[src/rtl/alu_stage_pkg.sv]
// Shared widths, opcode encodings, FSM states and operand payload for the
// accumulator execute stage.
package alu_stage_pkg;

  localparam int unsigned WIDTH = 4;
  localparam int unsigned OPW   = 3;
  localparam int unsigned CNTW  = 2;

  localparam logic [OPW-1:0] OP_PASS = 3'd0;
  localparam logic [OPW-1:0] OP_ADD  = 3'd1;
  localparam logic [OPW-1:0] OP_SUB  = 3'd2;
  localparam logic [OPW-1:0] OP_NAND = 3'd3;
  localparam logic [OPW-1:0] OP_ADC  = 3'd4;
  localparam logic [OPW-1:0] OP_AND  = 3'd5;
  localparam logic [OPW-1:0] OP_CMP  = 3'd6;
  localparam logic [OPW-1:0] OP_ROL  = 3'd7;

  typedef enum logic [1:0] {
    ST_IDLE = 2'd0,
    ST_EXEC = 2'd1,
    ST_ROT  = 2'd2
  } state_e;

  // Operands latched at accept; the in-flight op never sees later input changes.
  typedef struct packed {
    logic [OPW-1:0]   opcode;
    logic [WIDTH-1:0] a;
    logic [WIDTH-1:0] b;
  } op_t;

  function automatic logic [WIDTH-1:0] rol1(input logic [WIDTH-1:0] x);
    return {x[WIDTH-2:0], x[WIDTH-1]};
  endfunction

endpackage

[src/rtl/alu_stage_core.sv]
// Combinational ALU: operands, carry-in and opcode to result, carry and zero.
// Sequencing of multi-cycle rotates lives in alu_stage, not here.
module alu_core
  import alu_stage_pkg::*;
(
  input  logic [OPW-1:0]   opcode,
  input  logic [WIDTH-1:0] a,
  input  logic [WIDTH-1:0] b,
  input  logic             carry_in,
  output logic [WIDTH-1:0] r_c,
  output logic             carry_c,
  output logic             carry_we_c,
  output logic             zero_c
);

  logic [WIDTH-1:0] b_eff;
  logic             cin;
  logic [WIDTH:0]   sum;

  always_comb begin
    b_eff      = b;
    cin        = 1'b0;
    sum        = '0;
    r_c        = '0;
    carry_c    = carry_in;
    carry_we_c = 1'b0;

    // SUB/CMP share the adder as A + ~B + 1; ADC feeds the stored carry in.
    unique case (opcode)
      OP_SUB, OP_CMP: begin b_eff = ~b; cin = 1'b1; end
      OP_ADC:         cin = carry_in;
      default:        ;
    endcase

    sum = {1'b0, a} + {1'b0, b_eff} + {{WIDTH{1'b0}}, cin};

    unique case (opcode)
      OP_PASS: r_c = b;
      OP_ADD, OP_SUB, OP_ADC, OP_CMP: begin
        r_c        = sum[WIDTH-1:0];
        carry_c    = sum[WIDTH];
        carry_we_c = 1'b1;
      end
      OP_NAND: r_c = ~(a & b);
      OP_AND:  r_c = a & b;
      OP_ROL:  r_c = a;
      default: r_c = '0;
    endcase
  end

  assign zero_c = (r_c == '0);

endmodule

[src/rtl/alu_stage.sv]
// Execute stage feeding the 4-bit accumulator: accepts one op, produces a
// registered result with carry/zero flags and a one-cycle load strobe.
module alu_stage
  import alu_stage_pkg::*;
(
  input  logic             clk,
  input  logic             rst,
  input  logic             op_valid,
  output logic             op_ready,
  input  logic [OPW-1:0]   opcode,
  input  logic [WIDTH-1:0] acc_in,
  input  logic [WIDTH-1:0] bus_in,
  output logic [WIDTH-1:0] result,
  output logic             res_valid,
  output logic             flag_c,
  output logic             flag_z,
  output logic             busy
);

  state_e           state_q, state_d;
  op_t              op_q, op_d;
  logic [CNTW-1:0]  cnt_q, cnt_d;
  logic [WIDTH-1:0] work_q, work_d;
  logic [WIDTH-1:0] result_q, result_d;
  logic             res_valid_q, res_valid_d;
  logic             flag_c_q, flag_c_d;
  logic             flag_z_q, flag_z_d;
  logic             op_ready_q, op_ready_d;
  logic             busy_q, busy_d;

  logic [WIDTH-1:0] core_r_c;
  logic             core_carry_c;
  logic             core_carry_we_c;
  logic             core_zero_c;

  alu_core u_core (
    .opcode     (op_q.opcode),
    .a          (op_q.a),
    .b          (op_q.b),
    .carry_in   (flag_c_q),
    .r_c        (core_r_c),
    .carry_c    (core_carry_c),
    .carry_we_c (core_carry_we_c),
    .zero_c     (core_zero_c)
  );

  // Next-state and output decode.
  always_comb begin
    state_d     = state_q;
    op_d        = op_q;
    cnt_d       = cnt_q;
    work_d      = work_q;
    result_d    = result_q;
    res_valid_d = 1'b0;
    flag_c_d    = flag_c_q;
    flag_z_d    = flag_z_q;

    unique case (state_q)
      ST_IDLE: begin
        if (op_valid && op_ready_q) begin
          op_d = '{opcode: opcode, a: acc_in, b: bus_in};
          if (opcode == OP_ROL && bus_in[CNTW-1:0] != '0) begin
            cnt_d   = bus_in[CNTW-1:0];
            work_d  = acc_in;
            state_d = ST_ROT;
          end else begin
            state_d = ST_EXEC;
          end
        end
      end

      ST_EXEC: begin
        // CMP only touches flags; result and strobe stay quiet.
        if (op_q.opcode != OP_CMP) begin
          result_d    = core_r_c;
          res_valid_d = 1'b1;
        end
        if (core_carry_we_c) flag_c_d = core_carry_c;
        flag_z_d = core_zero_c;
        state_d  = ST_IDLE;
      end

      ST_ROT: begin
        if (cnt_q != '0) begin
          work_d = rol1(work_q);
          cnt_d  = cnt_q - CNTW'(1);
        end else begin
          result_d    = work_q;
          flag_z_d    = (work_q == '0);
          res_valid_d = 1'b1;
          state_d     = ST_IDLE;
        end
      end

      default: state_d = ST_IDLE;
    endcase

    op_ready_d = (state_d == ST_IDLE);
    busy_d     = ~op_ready_d;
  end

  always_ff @(posedge clk or negedge rst) begin
    if (!rst) begin
      state_q     <= ST_IDLE;
      op_q        <= '0;
      cnt_q       <= '0;
      work_q      <= '0;
      result_q    <= '0;
      res_valid_q <= 1'b0;
      flag_c_q    <= 1'b0;
      flag_z_q    <= 1'b0;
      op_ready_q  <= 1'b1;
      busy_q      <= 1'b0;
    end else begin
      state_q     <= state_d;
      op_q        <= op_d;
      cnt_q       <= cnt_d;
      work_q      <= work_d;
      result_q    <= result_d;
      res_valid_q <= res_valid_d;
      flag_c_q    <= flag_c_d;
      flag_z_q    <= flag_z_d;
      op_ready_q  <= op_ready_d;
      busy_q      <= busy_d;
    end
  end

  assign op_ready  = op_ready_q;
  assign busy      = busy_q;
  assign result    = result_q;
  assign res_valid = res_valid_q;
  assign flag_c    = flag_c_q;
  assign flag_z    = flag_z_q;

endmodule

[config.mk]
export PLATFORM = sky130hd
export DESIGN_NAME = alu_stage
export DESIGN_NICKNAME = d
export VERILOG_FILES = /design/src/rtl/alu_stage_pkg.sv /design/src/rtl/alu_stage_core.sv /design/src/rtl/alu_stage.sv
export SDC_FILE = /design/constraint.sdc
export NUM_CORES = 1
export LEC_CHECK = 0
export ABC_AREA = 0
export ABC_CLOCK_PERIOD_IN_PS = 4100
export CAP_MARGIN = 10
export CORE_ASPECT_RATIO = 1.4
export CORE_UTILIZATION = 59
export CTS_CLUSTER_SIZE = 25
export DETAILED_ROUTE_END_ITERATION = 10
export PLACE_DENSITY = 0.84
export SLEW_MARGIN = 20
export SYNTH_ARGS = -nofsm -noshare
export SYNTH_HDL_FRONTEND = slang
export SYNTH_SLANG_ARGS = --single-unit
[constraint.sdc]
create_clock -name clk -period 4.1 [get_ports clk]
set_input_delay 0.82 -clock clk [delete_from_list [all_inputs] [get_ports clk]]
set_output_delay 0.82 -clock clk [all_outputs]
set_load 0.02 [all_outputs]
==> summary.md <==
| Metric | Value |
|---|---|
| Overall die area | `between 3000 and 4000 um2` |
| Synthesized area per cell | `10.1 um2` |
| Number of nets still failing antenna checks after routing | `0` |
| Crit-path max FO | `15` |
| Min Hold Slack | `0.494 ns` |
| Sequential area share after synthesis | `39.4%` |
| Worst IR Drop VDD | `536 uV` |
| Share of the clock period used by the worst path after layout | `between 70% and 80%` |
| Area added between synthesis and finish | `14.9%` |
| Hold wc startpoint | `result[0]` |
| Top-level I/O count | `23` |
| Number of core rows | `23` |
| Clock input transition at the sequential cells of the worst setup and hold paths | `0.09 ns` |
| Core Util, Final | `71.1%` |
| Final Instance Count excl. Fillers | `232` |
| Status | `finished clean` |
| Pin count of the biggest net entering global routing | `29` |
| Die width | `48.4 um` |
| Clock period minus final worst setup slack | `3.14 ns` |
| Post-synth cell types | `slightly below 50` |
| Post-route total power | `1.98 mW` |
| DRC violation total after the first TritonRoute iteration | `56` |
| Dominant register cell in the synthesized netlist | `dfrtp_1` |
| Slew of the pin with the lowest slew margin | `0.719 ns` |
| Weighted congestion at the end of routability-driven global placement | `0.972` |
| Peak Freq | `0.319 GHz` |
| Lkg Pwr | `0.875 nW` |
| Register bit count reported by yosys | `28` |
| Dpl hpwl | `3030 um` |
| Placeable core area | `2880 um2` |
| Detailed-route wire length per cell | `17.2 um` |
| Reg area | `702 um2` |
| Minimum setup slack in the final design | `roughly 0.96 ns` |
| DR pass1 iterations | `4` |
| Fraction of registers with async set/reset | `100%` |
| Cells traversed along the worst timing path | `nor2b_1 > xnor2_1 > fa_1 > inv_1 > fa_1 > inv_1 > o22ai_1 > o21ai_0 > o211ai_1 > o21a_1` |
| TNS Setup | `0 ns` |
| Count of buffers added by post-CTS timing repair for setup | `0` |
| Number of warning messages in the yosys log | `0` |
| Category of cells accounting for the largest share of critical-path delay | `adder cells` |
| Top cells by count, synth | `27 x dfrtp_1, 19 x nand2_1, 11 x mux2_2, 11 x nor2_1, 11 x o21ai_0` |
| Post-route DRC violation count | `0` |
| Area share of the largest cell type after synthesis | `between 30 and 40%` |
| Type of element launching the critical path | `register` |
| Clock H-tree levels | `1` |
| Start point of the critical path | `op_q[9]` |
| Pre-CTS setup slack | `1.01 ns` |
| Number of standard cells after synthesis | `177` |
| Routed via count | `1,420` |
| CP arrival | `3.31 ns` |
| Vias in the first global route | `1,452` |
| Number of buffers created by CTS | `3` |
| Highest-delay cell along the critical path | `dfrtp_1` |
| # nets final | `219` |
| WP data required | `4.27 ns` |
| Final Max Tran Viols | `0` |
| Root buffer selected by CTS | `clkbuf_8` |
| Most frequently used cell type in the post-synthesis netlist | `dfrtp_1` |
| Number of resized instances in the post-cts repair step | `0` |
| Leading post-synthesis cells by cell area | `dfrtp_1 38%, mux2_2 7.0%, ha_1 4.9%, nand2_1 4.0%, mux2i_1 3.9%` |
| Total placed cells including tap cells | `228` |
| Startpoint of the worst-slack reg-to-reg timing path | `op_q[9]` |
| Number of antenna diodes | `0` |
| Nets in the synthesized netlist | `200` |
| Number of buffers on the longest clock path | `2` |
| Fill cell instance count of the final layout | `around 220` |
| Placed standard-cell area | `1990 um2` |
| Leading area contributor after synthesis | `dfrtp_1` |
| Power density relative to cell area | `968 nW/um2` |
| Setup crit end kind | `register` |
| Clock skew | `0.00317 ns` |
| Initial core utilization | `61.9%` |
| Fraction of final layout cells with drive strength greater than 1 | `13.3%` |
| RSZ-0062 raised after global routing | `false` |
| Delay contributed by the slowest stage of the critical path | `0.65 ns` |
| Sink Count | `28` |
| Post-synthesis cell area | `about 1800 um2` |
| Wire length of the first global-routing pass | `6580 um` |
| Post-Layout Inst Area | `2050 um2` |
| Number of setup violations in the final report | `0` |
| Critical Setup Path Class | `reg -> reg` |
| Total congestion overflow | `0` |
| Buffers & Inverters on Critical Path | `2` |
| Vias per Instance | `6.12` |
| Clock tree from TritonCTS | `done` |
| Vert. Die Dim | `around 67 um` |
| Worst skew pair latency | `0.27 ns` |
| Routed wire length | `around 4000 um` |
| Count of input and output buffers | `22` |
| Antenna violations before repair | `0` |
| Number of enable-type register cells in the synthesized netlist | `0` |
| Multi-input logic area | `about 980 um2` |
| Number of hold buffers added after cts | `0` |
| Path type of the worst min-delay path | `reg -> reg` |
| GR Util All Layers | `27.0%` |
| Slew headroom | `51.8%` |
| Count of max-cap constraint violations | `0` |
| Final Hold Fails | `0` |
[worst reg2reg max path, delay by kind of cell, from the launching register on]
kind            cells  cell delay [ns]
fa+ha+maj           2             0.86
compound gates      4             0.59
flops               1             0.65
buf+inv             2             0.16
simple gates        1             0.59
xor+xnor            1             0.19
[power breakdown]
part	switching, mW	internal [mW]	leakage (nW)
clock network	0.0817	0.0860	0.0288
logic	0.622	0.588	0.508
registers	0.193	0.411	0.339
[flip-flops by register name, indices dropped and copies added, names as in the netlist]
| name | flops |
|---|---|
| flag_z | 1 |
| cnt_q | 2 |
| busy | 1 |
| flag_c | 1 |
| op_q | 11 |
| result | 4 |
| state_q | 2 |
| op_ready | 1 |
| work_q | 4 |
| res_valid | 1 |
[path summary, 6_finish.rpt]
kind | slack (ns) | end | cells after the start
min | 0.49 | result[0] | 1
max | 0.96 | result[1] | 10
min reg2reg | 0.49 | result[0] | 1
min in group asynchronous | 0.91 | res_valid | 2
max in group asynchronous | 2.88 | op_ready | 2
max reg2reg | 0.96 | result[1] | 10
[final cells by class]
class,instances,share of cell area (%)
multi-input combinational,131,48.0
sequential,28,34.3
timing repair buffer,23,11.1
clock buffer,4,2.69
tap,37,2.26
inverter,9,1.65
[cell usage in the layout (no fill, tap or decap), types with 2 or more instances in the layout]
master           instances
nand3_1                  2
inv_1                    9
mux2_2                  11
a21o_1                   3
xnor2_1                  3
a21oi_1                  7
o21a_1                   3
xor2_1                   4
o21ai_1                  2
dfrtp_1                 27
nor2_1                  11
nand2_1                 19
a221oi_2                 2
a311o_1                  2
o211ai_1                 3
nor2b_1                  2
a22oi_1                  2
a21boi_0                 3
o21ai_0                 11
clkdlybuf4s50_1         22
clkbuf_8                 4
mux2i_1                  7
ha_1                     7
fa_1                     2
o22ai_1                  2
a22o_1                   2
nand4_1                  2
[logic make-up after synthesis]
kind of cell	synth area share, %
multiplexers	10.9
flip-flops	39.4
AND/OR/NAND/NOR	12.5
buffers and inverters	5.48
adder cells (fa/ha/maj)	7.16
AO/OA/AOI/OAI	21.1
XOR/XNOR	3.44
[metal layers]
metal	vias to the layer above	GRT usage (%)	part of all wire (%)
met2	36	50.5	54
met4	0	12.9	1.9
li1	671	-	-
met1	704	31.0	42
met3	9	2.51	2.8
met5	-	0	0
Power figures use the tool's default switching activity.
